### config.mk
export PLATFORM = sky130hd
export DESIGN_NAME = clk_div_ctrl
export DESIGN_NICKNAME = d
export VERILOG_FILES = /design/src/rtl/clk_div_ctrl.sv
export SDC_FILE = /design/constraint.sdc
export NUM_CORES = 1
export LEC_CHECK = 0
export ABC_AREA = 0
export CORE_MARGIN = 8
export CORE_UTILIZATION = 44
export DETAILED_ROUTE_END_ITERATION = 7
export PLACE_DENSITY_LB_ADDON = 0.12
export SYNTH_ARGS = -nofsm -noshare
export SYNTH_HDL_FRONTEND = slang
export SYNTH_SLANG_ARGS = --single-unit
### constraint.sdc
create_clock -name sys_clk -period 3.48 [get_ports sys_clk]
set_clock_uncertainty 0.1 [all_clocks]
set_input_delay 0.696 -clock sys_clk [delete_from_list [all_inputs] [get_ports sys_clk]]
set_output_delay 0.696 -clock sys_clk [all_outputs]
set_load 0.02 [all_outputs]
### src/rtl/clk_div_ctrl.sv
// ---------------------------------------------------------------------------
// clk_div_ctrl
//   Programmable clock divider with run / halt / single-step control for the
//   CPU core clock. The divided clock has a period of 2*div_cur sys_clk cycles
//   and a 50% duty cycle. Halting waits for the low phase, so the CPU never
//   sees a shortened high pulse. Single-step produces exactly one full divided
//   period and then halts again. In bypass, while running, clk follows sys_clk.
//
// Ports
//   sys_clk   in   1      system clock, all logic on posedge
//   reset     in   1      asynchronous, active-high reset
//   div_half  in   CNT_W  new half-period in sys_clk cycles (0 is treated as 1)
//   div_load  in   1      pulse: latch div_half into the pending register
//   bypass    in   1      1: clk = sys_clk while running
//   mode      in   2      00 run, 01 halt, 10 step-enable, 11 halt
//   step_req  in   1      pulse: run one divided period while halted (mode 10)
//   clk       out  1      divided / gated CPU clock
//   tick      out  1      high for one sys_clk cycle as clk rises
//   halted    out  1      high while halted
//   div_cur   out  CNT_W  half-period currently in effect
// ---------------------------------------------------------------------------
module clk_div_ctrl #(
    parameter int               CNT_W       = 26,
    parameter logic [CNT_W-1:0] DIV_DEFAULT = CNT_W'(2)
) (
    input  logic             sys_clk,
    input  logic             reset,
    input  logic [CNT_W-1:0] div_half,
    input  logic             div_load,
    input  logic             bypass,
    input  logic [1:0]       mode,
    input  logic             step_req,
    output logic             clk,
    output logic             tick,
    output logic             halted,
    output logic [CNT_W-1:0] div_cur
);

    typedef enum logic [1:0] {
        S_RUN    = 2'd0,
        S_DRAIN  = 2'd1,
        S_HALTED = 2'd2,
        S_STEP   = 2'd3
    } state_t;

    state_t           state_q, state_d;
    logic [CNT_W-1:0] cnt_q, cnt_d;
    logic             clk_q, clk_d;
    logic             tick_q, tick_d;
    logic             halted_q, halted_d;
    logic [CNT_W-1:0] div_cur_q, div_cur_d;
    logic [CNT_W-1:0] pend_q, pend_d;
    logic             pend_v_q, pend_v_d;

    logic             wrap;
    logic             rise;
    logic             fall;
    logic             mode_run;
    logic             do_count;
    logic             apply_pend;
    logic             byp_active;

    // End of a half-period: the divided clock toggles on this cycle.
    assign wrap     = (cnt_q == div_cur_q - CNT_W'(1));
    assign rise     = wrap & ~clk_q;
    assign fall     = wrap &  clk_q;
    assign mode_run = (mode == 2'b00);

    always_comb begin
        state_d    = state_q;
        cnt_d      = cnt_q;
        clk_d      = clk_q;
        tick_d     = 1'b0;
        div_cur_d  = div_cur_q;
        pend_d     = pend_q;
        pend_v_d   = pend_v_q;
        do_count   = 1'b0;
        apply_pend = 1'b0;

        case (state_q)
            S_RUN: begin
                if (bypass) begin
                    // Counter idles at 0 while the raw clock is passed through.
                    cnt_d = '0;
                    clk_d = 1'b0;
                    if (!mode_run) begin
                        state_d    = S_HALTED;
                        apply_pend = 1'b1;
                    end
                end else if (!mode_run && !clk_q) begin
                    // Already low: stop right here, no partial high pulse possible.
                    state_d    = S_HALTED;
                    cnt_d      = '0;
                    clk_d      = 1'b0;
                    apply_pend = 1'b1;
                end else begin
                    do_count = 1'b1;
                    if (!mode_run) begin
                        // High phase must finish first; if it ends this very
                        // cycle we can go straight to halted.
                        state_d = fall ? S_HALTED : S_DRAIN;
                    end
                end
            end
            S_DRAIN: begin
                do_count = 1'b1;
                if (mode_run) begin
                    state_d = S_RUN;
                end else if (fall) begin
                    state_d = S_HALTED;
                end
            end
            S_HALTED: begin
                cnt_d = '0;
                clk_d = 1'b0;
                if (mode_run) begin
                    state_d = S_RUN;
                end else if (mode == 2'b10 && step_req) begin
                    state_d = S_STEP;
                end
            end
            S_STEP: begin
                // Runs to completion regardless of mode; falling wrap ends it.
                do_count = 1'b1;
                if (fall) begin
                    state_d = S_HALTED;
                end
            end
            default: begin
                state_d = S_RUN;
            end
        endcase

        if (do_count) begin
            cnt_d  = wrap ? '0 : cnt_q + CNT_W'(1);
            clk_d  = wrap ? ~clk_q : clk_q;
            tick_d = rise;
            if (wrap) begin
                apply_pend = 1'b1;
            end
        end

        // Ratio changes only at half-period boundaries or on entering halt.
        if (apply_pend && pend_v_q) begin
            div_cur_d = pend_q;
            pend_v_d  = 1'b0;
        end

        // A load coinciding with an application waits for the next boundary.
        if (div_load) begin
            pend_d   = (div_half == '0) ? CNT_W'(1) : div_half;
            pend_v_d = 1'b1;
        end

        halted_d = (state_d == S_HALTED);
    end

    always_ff @(posedge sys_clk or posedge reset) begin
        if (reset) begin
            state_q   <= S_RUN;
            cnt_q     <= '0;
            clk_q     <= 1'b0;
            tick_q    <= 1'b0;
            halted_q  <= 1'b0;
            div_cur_q <= DIV_DEFAULT;
            pend_q    <= '0;
            pend_v_q  <= 1'b0;
        end else begin
            state_q   <= state_d;
            cnt_q     <= cnt_d;
            clk_q     <= clk_d;
            tick_q    <= tick_d;
            halted_q  <= halted_d;
            div_cur_q <= div_cur_d;
            pend_q    <= pend_d;
            pend_v_q  <= pend_v_d;
        end
    end

    // Bypass is the only combinational path to the outputs; not glitch-free,
    // so bypass is expected to change only while halted or in reset.
    assign byp_active = (state_q == S_RUN) && bypass;
    assign clk        = byp_active ? sys_clk : clk_q;
    assign tick       = byp_active | tick_q;
    assign halted     = halted_q;
    assign div_cur    = div_cur_q;

endmodule
==> results of run 1 <==
worst max-delay path, stage by stage:
cell and delay [ns]:
sky130_fd_sc_hd__clkbuf_16 0.12, sky130_fd_sc_hd__clkbuf_16 0.12, sky130_fd_sc_hd__mux2_2 0.25, sky130_fd_sc_hd__dlygate4sd2_1 0.32
sequential cells by signal, indices dropped and copies added (netlist names):
register and flops:
clk_q 1, cnt_q 26, div_cur 26, halted 1, pend_q 26, pend_v_q 1, state_q 2, tick_q 1
per-stage QoR:
step           utilization (%)  setup WS, ns  instances  power [mW]
2_1_floorplan                -        0.4595        645       2.679
3_3_place_gp             52.12        0.1810        837       3.278
3_5_place_dp             52.12        0.1810        837       3.333
4_1_cts                  55.22        0.1176        856       4.503
5_1_grt                  55.26        0.1068        856       4.769
6_report                 55.26        0.1322        856       4.486
worst paths after layout:
path,endpoint,start,depth (start not counted),slack [ns]
max reg2reg,div_cur[19]$_DFFE_PP0P_,div_cur[1]$_DFFE_PP1P_,10,0.34
min reg2reg,pend_q[15]$_DFFE_PP0P_,pend_q[15]$_DFFE_PP0P_,1,0.41
max in group asynchronous,cnt_q[2]$_DFFE_PP0P_,reset,3,2.37
max,clk,sys_clk,4,0.13
min,pend_q[15]$_DFFE_PP0P_,pend_q[15]$_DFFE_PP0P_,1,0.41
min in group asynchronous,pend_q[22]$_DFFE_PP0P_,reset,3,0.56
final cells by class:
| type | instances | area, um2 | area share [%] |
|---|---|---|---|
| Tap cell | 168 | 210.2 | 3.154 |
| Multi-Input combinational cell | 469 | 3033 | 45.50 |
| Inverter | 38 | 143.9 | 2.159 |
| Sequential cell | 84 | 2103 | 31.56 |
| Timing Repair Buffer | 77 | 790.8 | 11.86 |
| Clock inverter | 7 | 75.07 | 1.126 |
| Clock buffer | 13 | 309.0 | 4.637 |
cell usage in the layout, fill, tap and decap left out, types with 4 or more instances in the layout:
| master | Yosys | routed |
|---|---|---|
| sky130_fd_sc_hd__nand3b_1 | 4 | 4 |
| sky130_fd_sc_hd__and2_1 | 4 | 4 |
| sky130_fd_sc_hd__dfrtp_1 | 83 | 83 |
| sky130_fd_sc_hd__and4_1 | 4 | 4 |
| sky130_fd_sc_hd__nand4_1 | 12 | 12 |
| sky130_fd_sc_hd__inv_1 | 38 | 37 |
| sky130_fd_sc_hd__buf_12 | 0 | 5 |
| sky130_fd_sc_hd__mux2_2 | 26 | 26 |
| sky130_fd_sc_hd__clkbuf_16 | 0 | 12 |
| sky130_fd_sc_hd__a31oi_1 | 29 | 29 |
| sky130_fd_sc_hd__o21ai_0 | 7 | 7 |
| sky130_fd_sc_hd__nand3_1 | 42 | 41 |
| sky130_fd_sc_hd__nor2_1 | 45 | 44 |
| sky130_fd_sc_hd__clkdlybuf4s50_1 | 0 | 60 |
| sky130_fd_sc_hd__xnor2_1 | 38 | 38 |
| sky130_fd_sc_hd__or3_1 | 4 | 4 |
| sky130_fd_sc_hd__nor3_1 | 33 | 33 |
| sky130_fd_sc_hd__o22ai_1 | 28 | 28 |
| sky130_fd_sc_hd__nand2_1 | 70 | 70 |
| sky130_fd_sc_hd__buf_4 | 4 | 12 |
| sky130_fd_sc_hd__o211ai_1 | 30 | 30 |
| sky130_fd_sc_hd__or4_1 | 5 | 5 |
| sky130_fd_sc_hd__xor2_1 | 18 | 18 |
| sky130_fd_sc_hd__nor4_1 | 16 | 16 |
power groups by stage:
| stage | clock network, mW | registers [mW] | logic [mW] |
|---|---|---|---|
| 6_report | 1.17 | 1.53 | 1.79 |
| 5_1_grt | 1.23 | 1.57 | 1.96 |
| 3_3_place_gp | 0.00520 | 1.53 | 1.75 |
| 2_1_floorplan | 0.00324 | 1.51 | 1.17 |
| 3_5_place_dp | 0.00520 | 1.54 | 1.78 |
| 4_1_cts | 1.18 | 1.53 | 1.79 |
cells by family (layout without fill, tap and decap cells):
| family | after synthesis | after routing | synth area share [%] |
|---|---|---|---|
| buf+inv | 92 | 135 | 6.725 |
| compound gates | 127 | 127 | 16.29 |
| fa+ha+maj | 2 | 2 | 0.4574 |
| flops | 84 | 84 | 38.45 |
| mux | 28 | 28 | 5.718 |
| simple gates | 256 | 256 | 23.40 |
| xor+xnor | 56 | 56 | 8.966 |
what timing repair did:
item / 4_1_cts / 5_1_grt
hold buffers: 0 / 0
resized for setup: 1 / 1
endpoints found under the setup margin: 1 / 25
routing by layer:
layer / wire [um] / share of wire (%)
met3: 788 / 5.3
met2: 6763 / 46
met5: 0 / 0
met1: 7000 / 48
met4: 177 / 1.2
==> metrics list, run 1 <==
- TNS Setup: 0 ns
- Cells taking the most area after synthesis: sky130_fd_sc_hd__dfrtp_1 38%, sky130_fd_sc_hd__xnor2_1 6.1%, sky130_fd_sc_hd__mux2_2 5.4%
- Fraction of the yosys area taken by sequential cells: 38.45%
- Combinational share of power: 39.8%
- Number of max-capacitance violations reported: 0
- Critical Path End Type: output pin
* Pin count of the biggest net entering global routing: 85
- Clock transition at path regs: 0.07 ns
* Instance count of the mapped netlist: 645
- Once the clock tree was built, the setup fixing pass inserted 0 buffers.
- Number of antenna repair diodes: 0
- Fill cells in the final layout number 1139.
* Layout-stage area growth over the synthesis result: 21.84%
* Buffers on Ports: 61
- Final setup viols: 0
- Post-synth EDFFs: 0
* Data arrival time at the worst-slack endpoint: 2.55 ns
- Final Slew Violations: 0
- In the global route stage, met3 resource usage came out at 6.032%.
- The worst hold path belongs to the class flop to flop.
- Setup repair after global routing left no endpoint under its margin.
* Status: completed
- Summing all placed instances gives a cell area of 0.006286 mm2.
- Final hold analysis gives a worst-case slack of 0.4097 ns.
- The die covers 0.01626 mm2.
* Global-route track usage on met2: 28.53%
* Most frequent cell after synthesis: sky130_fd_sc_hd__dfrtp_1
* Post-DR vias/cell: 5.840
- GP Congestion: 0.9204
- VDD sags by at most 0.3752 mV.
- Vias in the first global route: 4883
- The first global-routing pass estimated 24.74 mm of wire.
- Clock share of power: 26.0%
- In this run the worst path has a maximum fanout of 2.
- The commonest cells after synthesis are 83 x sky130_fd_sc_hd__dfrtp_1, 70 x sky130_fd_sc_hd__nand2_1, 45 x sky130_fd_sc_hd__nor2_1, 42 x sky130_fd_sc_hd__nand3_1, 41 x sky130_fd_sc_hd__clkbuf_1.
- In this run, distinct cell masters in the synthesized netlist total 56.
- Top Ports: 62
* Met1 Resource Use GR: 25.06%
* Vias: 4999
* Wire length after detailed routing: 14.73 mm
* Number of antenna violations at the first check in global routing: 0
- met2 is the most crowded layer.
- The largest total area in the synthesized netlist belongs to sky130_fd_sc_hd__dfrtp_1.
* Fin nets: 718
* Remaining DRCs: 0
* Static Leakage: 2.779 nW
- After synthesis, the share of flip-flops with an asynchronous set or reset is 100.0%.
* Share of power burned in registers: 34.2%
- Ys Warns: 0
- For this run, the detailed router's first-pass iteration total came to 5.
- Counting every net in the synthesized netlist gives 680.
* Latest clock arrival within the worst-skew pair: 0.47 ns
* Chip Width: 127.5 um
* Worst slew margin relative to its limit: 47.00%
- The internal power of the cells totals 2.671 mW.
- Once layout is done, the placed cells without fillers occupy 0.006665 mm2.
- Most common flop cell mapped by yosys: sky130_fd_sc_hd__dfrtp_1
- Kind of launch point of the worst setup path: clock port
* Global routing usage summed across all routing layers: 19.03%
- Clock tree from TritonCTS: done
* Sw Share: 40.46%
* Measured slew at the worst slew-check pin: 0.7931 ns
* Total congestion overflow after global routing: 0
* Floorplan die height: 127.5 um
* Initial standard-cell utilization of the core: 45.35%
- The detailed router finished its first iteration with 534 violations.
- The total area inside the core boundary comes to 0.01206 mm2.
- Dividing the synthesized area by the synthesized cell count gives 8.481 um2.
- Summing every instance area after synthesis gives 0.005470 mm2.
* Routed WL per cell: 17.21 um
* Critical Setup Path Class: clock port to output pin
* Net Switching: 1.815 mW
* Area share of the leading cell type in the synthesized netlist: 37.97%
- Crit path required time: 2.68 ns
* Post-synthesis sequential element count: 84
- Power per cell area: 673.0 mW/mm2
- Placement row count: 40
- Hold violation total from the final report: 0
- Fraction of final layout cells with drive strength greater than 1: 10.76%
- Detailed Place HPWL: 10.32 mm
* Antenna violation net count after detailed routing: 0
(Power assumes the default switching activity.)
==> inputs of run 2 (changes only) <==
- CTS_BUF_LIST: default -> sky130_fd_sc_hd__clkbuf_16
- MAX_ROUTING_LAYER: default -> met4
==> run 2 against run 1 <==
Critical path depth stayed put; sequential power barely moved; combinational power hardly changed; first-iteration DRC count shrank 1.5%; utilization unchanged; count of clock-buffer cells in the layout did not move; sequential share of layout area unchanged; largest cell class unchanged; largest power group unchanged.
==> metrics list, run 2 (synthesized netlist as in run 1, its figures left out) <==
- The slew of the pin with the lowest slew margin came to 0.8139 ns (was 0.7931 ns).
* Area of the multi-input gates: 0.003033 mm2 (unchanged)
- Global routing usage summed across all routing layers: 19.57% (was 19.03%)
- The data arrival time of the critical path was 2.55 ns (about the same).
- The final number of setup-violating endpoints is 0 (unchanged).
- Sequential cell area: 0.002103 mm2 (unchanged)
- Chip Width: 127.5 um (unchanged)
- The final net count is 718 (unchanged).
* Fraction of final layout cells with drive strength greater than 1: 10.76% (unchanged)
- Initial DRC Count: 526 (was 534)
- Status: completed (unchanged).
* Clock tree from TritonCTS: done (unchanged)
* Number of fillers in the final layout: 1139 (unchanged)
- The remaining number of nets flagged by the antenna check after routing was 0 (unchanged).
* Number of stages on the worst hold path: 1 (unchanged)
* Start of the worst register-to-register path: div_cur[1]$_DFFE_PP1P_ (unchanged)
* Count of hold buffers inserted by post-cts repair: 0 (unchanged)
* Cell chain of the critical path: clkbuf_16 -> clkbuf_16 -> mux2_2 -> dlygate4sd2_1 (unchanged)
- The CTS clock-pin slew for the worst setup and hold paths is 0.07 ns (about the same).
- Commonest cells after routing, fill and taps aside: 83 x sky130_fd_sc_hd__dfrtp_1, 70 x sky130_fd_sc_hd__nand2_1, 60 x sky130_fd_sc_hd__clkdlybuf4s50_1, 44 x sky130_fd_sc_hd__nor2_1, 41 x sky130_fd_sc_hd__nand3_1 (unchanged).
- Detailed Place HPWL: 10.32 mm (unchanged)
- The placeable core region was 0.01206 mm2 (unchanged).
- The critical setup path kind was clock port to output pin (unchanged).
* Critical Path End Type: output pin (unchanged)
* Maximum resistive drop on vdd: 0.3754 mV (was 0.3752 mV)
* Worst slew margin relative to its limit: 45.61% (was 47.00%)
* Kind of launch point of the worst setup path: clock port (unchanged)
- The sink of the worst hold path was pend_q[15]$_DFFE_PP0P_ (unchanged).
- The leftover overflow at the end of global routing is 0 (unchanged).
* Type of the worst min-delay path: flop to flop (unchanged)
- TNS Setup: 0 ns (unchanged)
* Die area: 0.01626 mm2 (unchanged)
* Static Leakage: 2.779 nW (unchanged)
- Endpoint of the lowest-slack register-to-register path: div_cur[3]$_DFFE_PP0P_ (was div_cur[19]$_DFFE_PP0P_)
- Post-DR vias/cell: 5.827 (was 5.840)
- Hold violation total from the final report: 0 (unchanged)
- Wire length after detailed routing: 14.73 mm (about the same)
* Global-route wire length before repair: 24.72 mm (was 24.74 mm)
- The internal reg-to-reg setup slack came to 0.34 ns (about the same).
- Buffers inserted by post-CTS timing repair: 0 (unchanged)
- GP Congestion: 0.9365 (was 0.9204)
- The number of max-slew violations in the final report is 0 (unchanged).
- The largest net degree at the start of global routing came to 85 (unchanged).
* Max stage delay cell, worst path: sky130_fd_sc_hd__dlygate4sd2_1 (unchanged)
- Number of cells on the worst reg-to-reg path: 10 (unchanged)
- The reported max-cap violation count is 0 (unchanged).
* Setup repair after global routing missed its margin: false (unchanged)
* Remaining DRCs: 0 (unchanged)
- Number of antenna violations at the first check in global routing: 0 (unchanged)
* Leading cell type in the layout, fill and taps excluded: sky130_fd_sc_hd__dfrtp_1 (unchanged)
- Highest net fanout along the worst path: 2 (unchanged)
* Worst hold margin: 0.4096 ns (was 0.4097 ns)
- The placement-stage cell area came to 0.006286 mm2 (unchanged).
* Vias in the first global route: 4891 (was 4883)
* Floorplan die height: 127.5 um (unchanged)
- The number of iterations in the first detailed-routing pass is 5 (unchanged).
* Latest clock arrival within the worst-skew pair: 0.47 ns (about the same)
- The number of placed I/O pins was 62 (unchanged).
* CP max stage delay: 0.32 ns (about the same)
* Initial standard-cell utilization of the core: 45.35% (unchanged)
- The data required time at the worst endpoint came to 2.68 ns (about the same).
* Placement row count: 40 (unchanged)
- Worst hold path startpoint: pend_q[15]$_DFFE_PP0P_ (unchanged)
- The instance count after placement with tap cells included came to 837 (unchanged).
- Layout-stage area growth over the synthesis result: 21.84% (unchanged)
- Most used cell along the critical path: sky130_fd_sc_hd__clkbuf_16 (unchanged)
- The average detailed-routed wire length per instance was 17.21 um (about the same).
- The post-route cell area came to 0.006665 mm2 (unchanged).
- The number of cells in the finished layout apart from fillers came to 856 (unchanged).
- Number of antenna repair diodes: 0 (unchanged)
- Power per cell area: 673.2 mW/mm2 (was 673.0 mW/mm2)
- Buffers on Ports: 61 (unchanged)
- The overall via count from detail_route is 4988 (was 4999).
[run 2: worst max-delay path: cells and delay by family]
family / cells / cell delay [ns]
multiplexers: 1 / 0.25
buffers and inverters: 3 / 0.56
[run 2: where the power goes]
group	switching, mW	internal [mW]	total, mW	leakage (nW)
Combinational	0.990	0.797	1.79	1.60
Sequential	0.370	1.17	1.54	0.977
Clock	0.456	0.708	1.16	0.201
Total	1.82	2.67	4.49	2.78
[run 2: cell type report]
cell class / count / share of cell area, %
Tap cell: 168 / 3.154
Sequential cell: 84 / 31.56
Timing Repair Buffer: 77 / 11.86
Clock inverter: 7 / 1.126
Inverter: 38 / 2.159
Clock buffer: 13 / 4.637
Multi-Input combinational cell: 469 / 45.50
[run 2: per-layer routing]
metal | wire (um) | GRT usage [%]
met5 | 0 | -
met4 | 185 | 7.068
met3 | 765 | 5.657
met2 | 6727 | 28.56
met1 | 7050 | 25.31
[run 2: repair_timing]
action	CTS	global route
setup endpoints to repair	1	25
hold endpoints to repair	0	0
resized for setup	1	1
pin swaps	0	0
[run 2: how the worst max path moves through the flow]
stage | from | cells after the start | endpoint | slack [ns]
final | sys_clk | 4 | clk | 0.13
after floorplan | div_cur[0]$_DFFE_PP0P_ | 12 | cnt_q[10]$_DFFE_PP0P_ | 0.46
after detailed placement | sys_clk | 2 | clk | 0.18
after global placement | sys_clk | 2 | clk | 0.18
after global routing | sys_clk | 4 | clk | 0.11
after CTS | sys_clk | 4 | clk | 0.12
[run 2: stage by stage]
stage / total power, mW / setup WS (ns) / util (%)
3_5_place_dp: 3.333 / 0.1810 / 52.12
3_3_place_gp: 3.278 / 0.1810 / 52.12
4_1_cts: 4.503 / 0.1176 / 55.22
5_1_grt: 4.769 / 0.1068 / 55.26
6_report: 4.487 / 0.1314 / 55.26
2_1_floorplan: 2.679 / 0.4595 / -
==> inputs of run 3 (changes only) <==
- ABC_AREA: 0 -> default
- PLACE_DENSITY: default -> 0.74
- PLACE_DENSITY_LB_ADDON: 0.12 -> default
==> run 3 against run 2 <==
Worst setup slack better by 0.0023 ns; power fell by 3.2%; combinational power barely moved; global-route usage is 0.51 points lower; non-clock buffer count fell by 3; die area unchanged; routed wire length fell by 1.1%; clock power shrank 10%; sequential power about the same; largest power group unchanged.
==> metrics list, run 3 (synthesized netlist as in run 1, its figures left out) <==
- Status: completed (unchanged).
- Remaining DRCs: 0 (unchanged)
* Clock tree from TritonCTS: done (unchanged)
- The growth of design area from synthesis to finish came to 20.29% (was 21.84%).
- Number of fillers in the final layout: 1048 (was 1139)
- The count of standard-cell rows was 40 (unchanged).
* Floorplan die height: 127.5 um (unchanged)
* Leading cell type in the layout, fill and taps excluded: sky130_fd_sc_hd__dfrtp_1 (unchanged)
* Initial standard-cell utilization of the core: 45.35% (unchanged)
- The number of placed I/O pins came to 62 (unchanged).
* Highest net fanout along the worst path: 2 (unchanged)
- Kind of launch point of the worst setup path: clock port (unchanged)
* Global routing usage summed across all routing layers: 19.05% (was 19.57%)
* Commonest cells after routing, fill and taps aside: 83 x sky130_fd_sc_hd__dfrtp_1, 70 x sky130_fd_sc_hd__nand2_1, 60 x sky130_fd_sc_hd__clkdlybuf4s50_1, 44 x sky130_fd_sc_hd__nor2_1, 41 x sky130_fd_sc_hd__nand3_1 (unchanged)
* Post-DR vias/cell: 5.872 (was 5.827)
* TNS Setup: 0 ns (unchanged)
- Count of hold buffers inserted by post-cts repair: 0 (unchanged)
- End point of the critical path: clk (unchanged)
- Total congestion overflow after global routing: 0 (unchanged)
- The total count of hold-check failures in the final report is 0 (unchanged).
- Global-route wire length before repair: 24.36 mm (was 24.72 mm)
- Fraction of final layout cells with drive strength greater than 1: 9.927% (was 10.76%)
- The largest net degree at the start of global routing came to 85 (unchanged).
- The number of cells in the finished layout apart from fillers is 853 (was 856).
- Number of cells on the worst reg-to-reg path: 9 (was 10)
- The worst max-slew margin expressed relative to the limit was 64.59% (was 45.61%).
* Antenna violation net count after detailed routing: 0 (unchanged)
* Critical Setup Path Class: clock port to output pin (unchanged)
- Type of the worst min-delay path: flop to flop (unchanged)
* Post-placement setup slack: 0.1810 ns (unchanged)
* Static Leakage: 2.746 nW (was 2.779 nW)
* Clock transition at path regs: 0.06 ns (was 0.07 ns)
- The number of buffers inserted by port buffering was 61 (unchanged).
- Chip Width: 127.5 um (unchanged)
- Fin nets: 715 (was 718)
- The overall via count from detail_route is 5009 (was 4988).
* Data arrival time at the worst-slack endpoint: 2.55 ns (about the same)
- Final setup viols: 0 (unchanged)
* Setup ws final: 0.1338 ns (was 0.1314 ns)
- Number of max-capacitance violations reported: 0 (unchanged)
* Placeable core region: 0.01206 mm2 (unchanged)
- The last weighted congestion value of the routability-driven placer came to 0.8855 (was 0.9365).
- Setup repair after global routing missed its margin: false (unchanged).
* Placed cells: 834 (was 837)
* R2r setup slk: 0.28 ns (was 0.34 ns)
- The capturing point of the worst reg2reg path is div_cur[25]$_DFFE_PP0P_ (was div_cur[3]$_DFFE_PP0P_).
- Initial DRC Count: 382 (was 526)
* Number of iterations in the first detailed-routing pass: 5 (unchanged)
* Die area: 0.01626 mm2 (unchanged)
* Worst setup startpoint: sys_clk (unchanged)
- Maximum resistive drop on vdd: 0.2635 mV (was 0.3754 mV)
- Number of antenna violations at the first check in global routing: 0 (unchanged)
* Start of the worst register-to-register path: div_cur[0]$_DFFE_PP0P_ (was div_cur[1]$_DFFE_PP1P_)
- Vias in the first global route: 4923 (was 4891)
- The data required time at the worst endpoint is 2.68 ns (about the same).
- The power per standard cell area was 660.0 mW/mm2 (was 673.2 mW/mm2).
- The detailed placer's ending HPWL was 10.40 mm (was 10.32 mm).
- Measured slew at the worst slew-check pin: 0.5262 ns (was 0.8139 ns)
* Wire length after detailed routing: 14.56 mm (was 14.73 mm)
* Number of antenna repair diodes: 0 (unchanged)
- Critical Path End Type: output pin (unchanged)
- Routed WL per cell: 17.07 um (was 17.21 um)
* Final Slew Violations: 0 (unchanged)
- Latest clock arrival within the worst-skew pair: 0.46 ns (was 0.47 ns)
[run 3: stage by stage]
step                      cell area (um2)  hold slack (ns)  util, %  total power, mW
final                                6580           0.4082    54.55            4.343
after detailed placement             6238           0.3984    51.72            3.315
after global placement               6238           0.3920    51.72            3.241
after CTS                            6575           0.4127    54.51            4.359
after floorplan                      5470           0.3677        -            2.679
after global routing                 6580           0.4272    54.55            4.598
[run 3: area by class of cell]
class	instances	area [um2]	area share [%]
multi-input cells	469	3033	46.09
flip-flops and latches	84	2103	31.96
repair buffers	74	743.2	11.29
clock buffers	13	309.0	4.697
well taps	168	210.2	3.195
inverters	38	143.9	2.187
clock inverters	7	37.54	0.5705
[run 3: worst min-delay path by stage]
stage                           start                endpoint  cells past startpoint
6_report       pend_q[25]$_DFFE_PP0P_  pend_q[25]$_DFFE_PP0P_                      1
5_1_grt        pend_q[25]$_DFFE_PP0P_  pend_q[25]$_DFFE_PP0P_                      1
4_1_cts        pend_q[16]$_DFFE_PP0P_  pend_q[16]$_DFFE_PP0P_                      1
3_5_place_dp   pend_q[16]$_DFFE_PP0P_  pend_q[16]$_DFFE_PP0P_                      1
3_3_place_gp   pend_q[14]$_DFFE_PP0P_  pend_q[14]$_DFFE_PP0P_                      1
2_1_floorplan       clk_q$_DFFE_PP0P_        tick_q$_DFF_PP0_                      1
[run 3: repair_timing]
item,in CTS,in global routing
cloned,0,0
gates resized for setup,1,1
buffers inserted,0,0
hold endpoints to repair,0,0
endpoints found under the setup margin,1,15
[run 3: power breakdown]
part	internal, mW	switching, mW
Combinational	0.784	0.975
Sequential	1.17	0.382
Clock	0.623	0.415
[run 3: worst max-delay path: stages]
cell	delay [ns]
sky130_fd_sc_hd__clkbuf_16	0.12
sky130_fd_sc_hd__clkbuf_16	0.12
sky130_fd_sc_hd__mux2_2	0.25
sky130_fd_sc_hd__dlygate4sd2_1	0.32
[run 3: layer usage]
metal	vias to the layer above	part of all wire, %	global-route usage [%]	wire length [um]
li1	2403	-	-	-
met1	2440	45	23.24	6545
met2	148	49	30.69	7132
met3	18	4.2	2.995	610
met4	0	1.9	8.537	270
met5	-	0	-	0
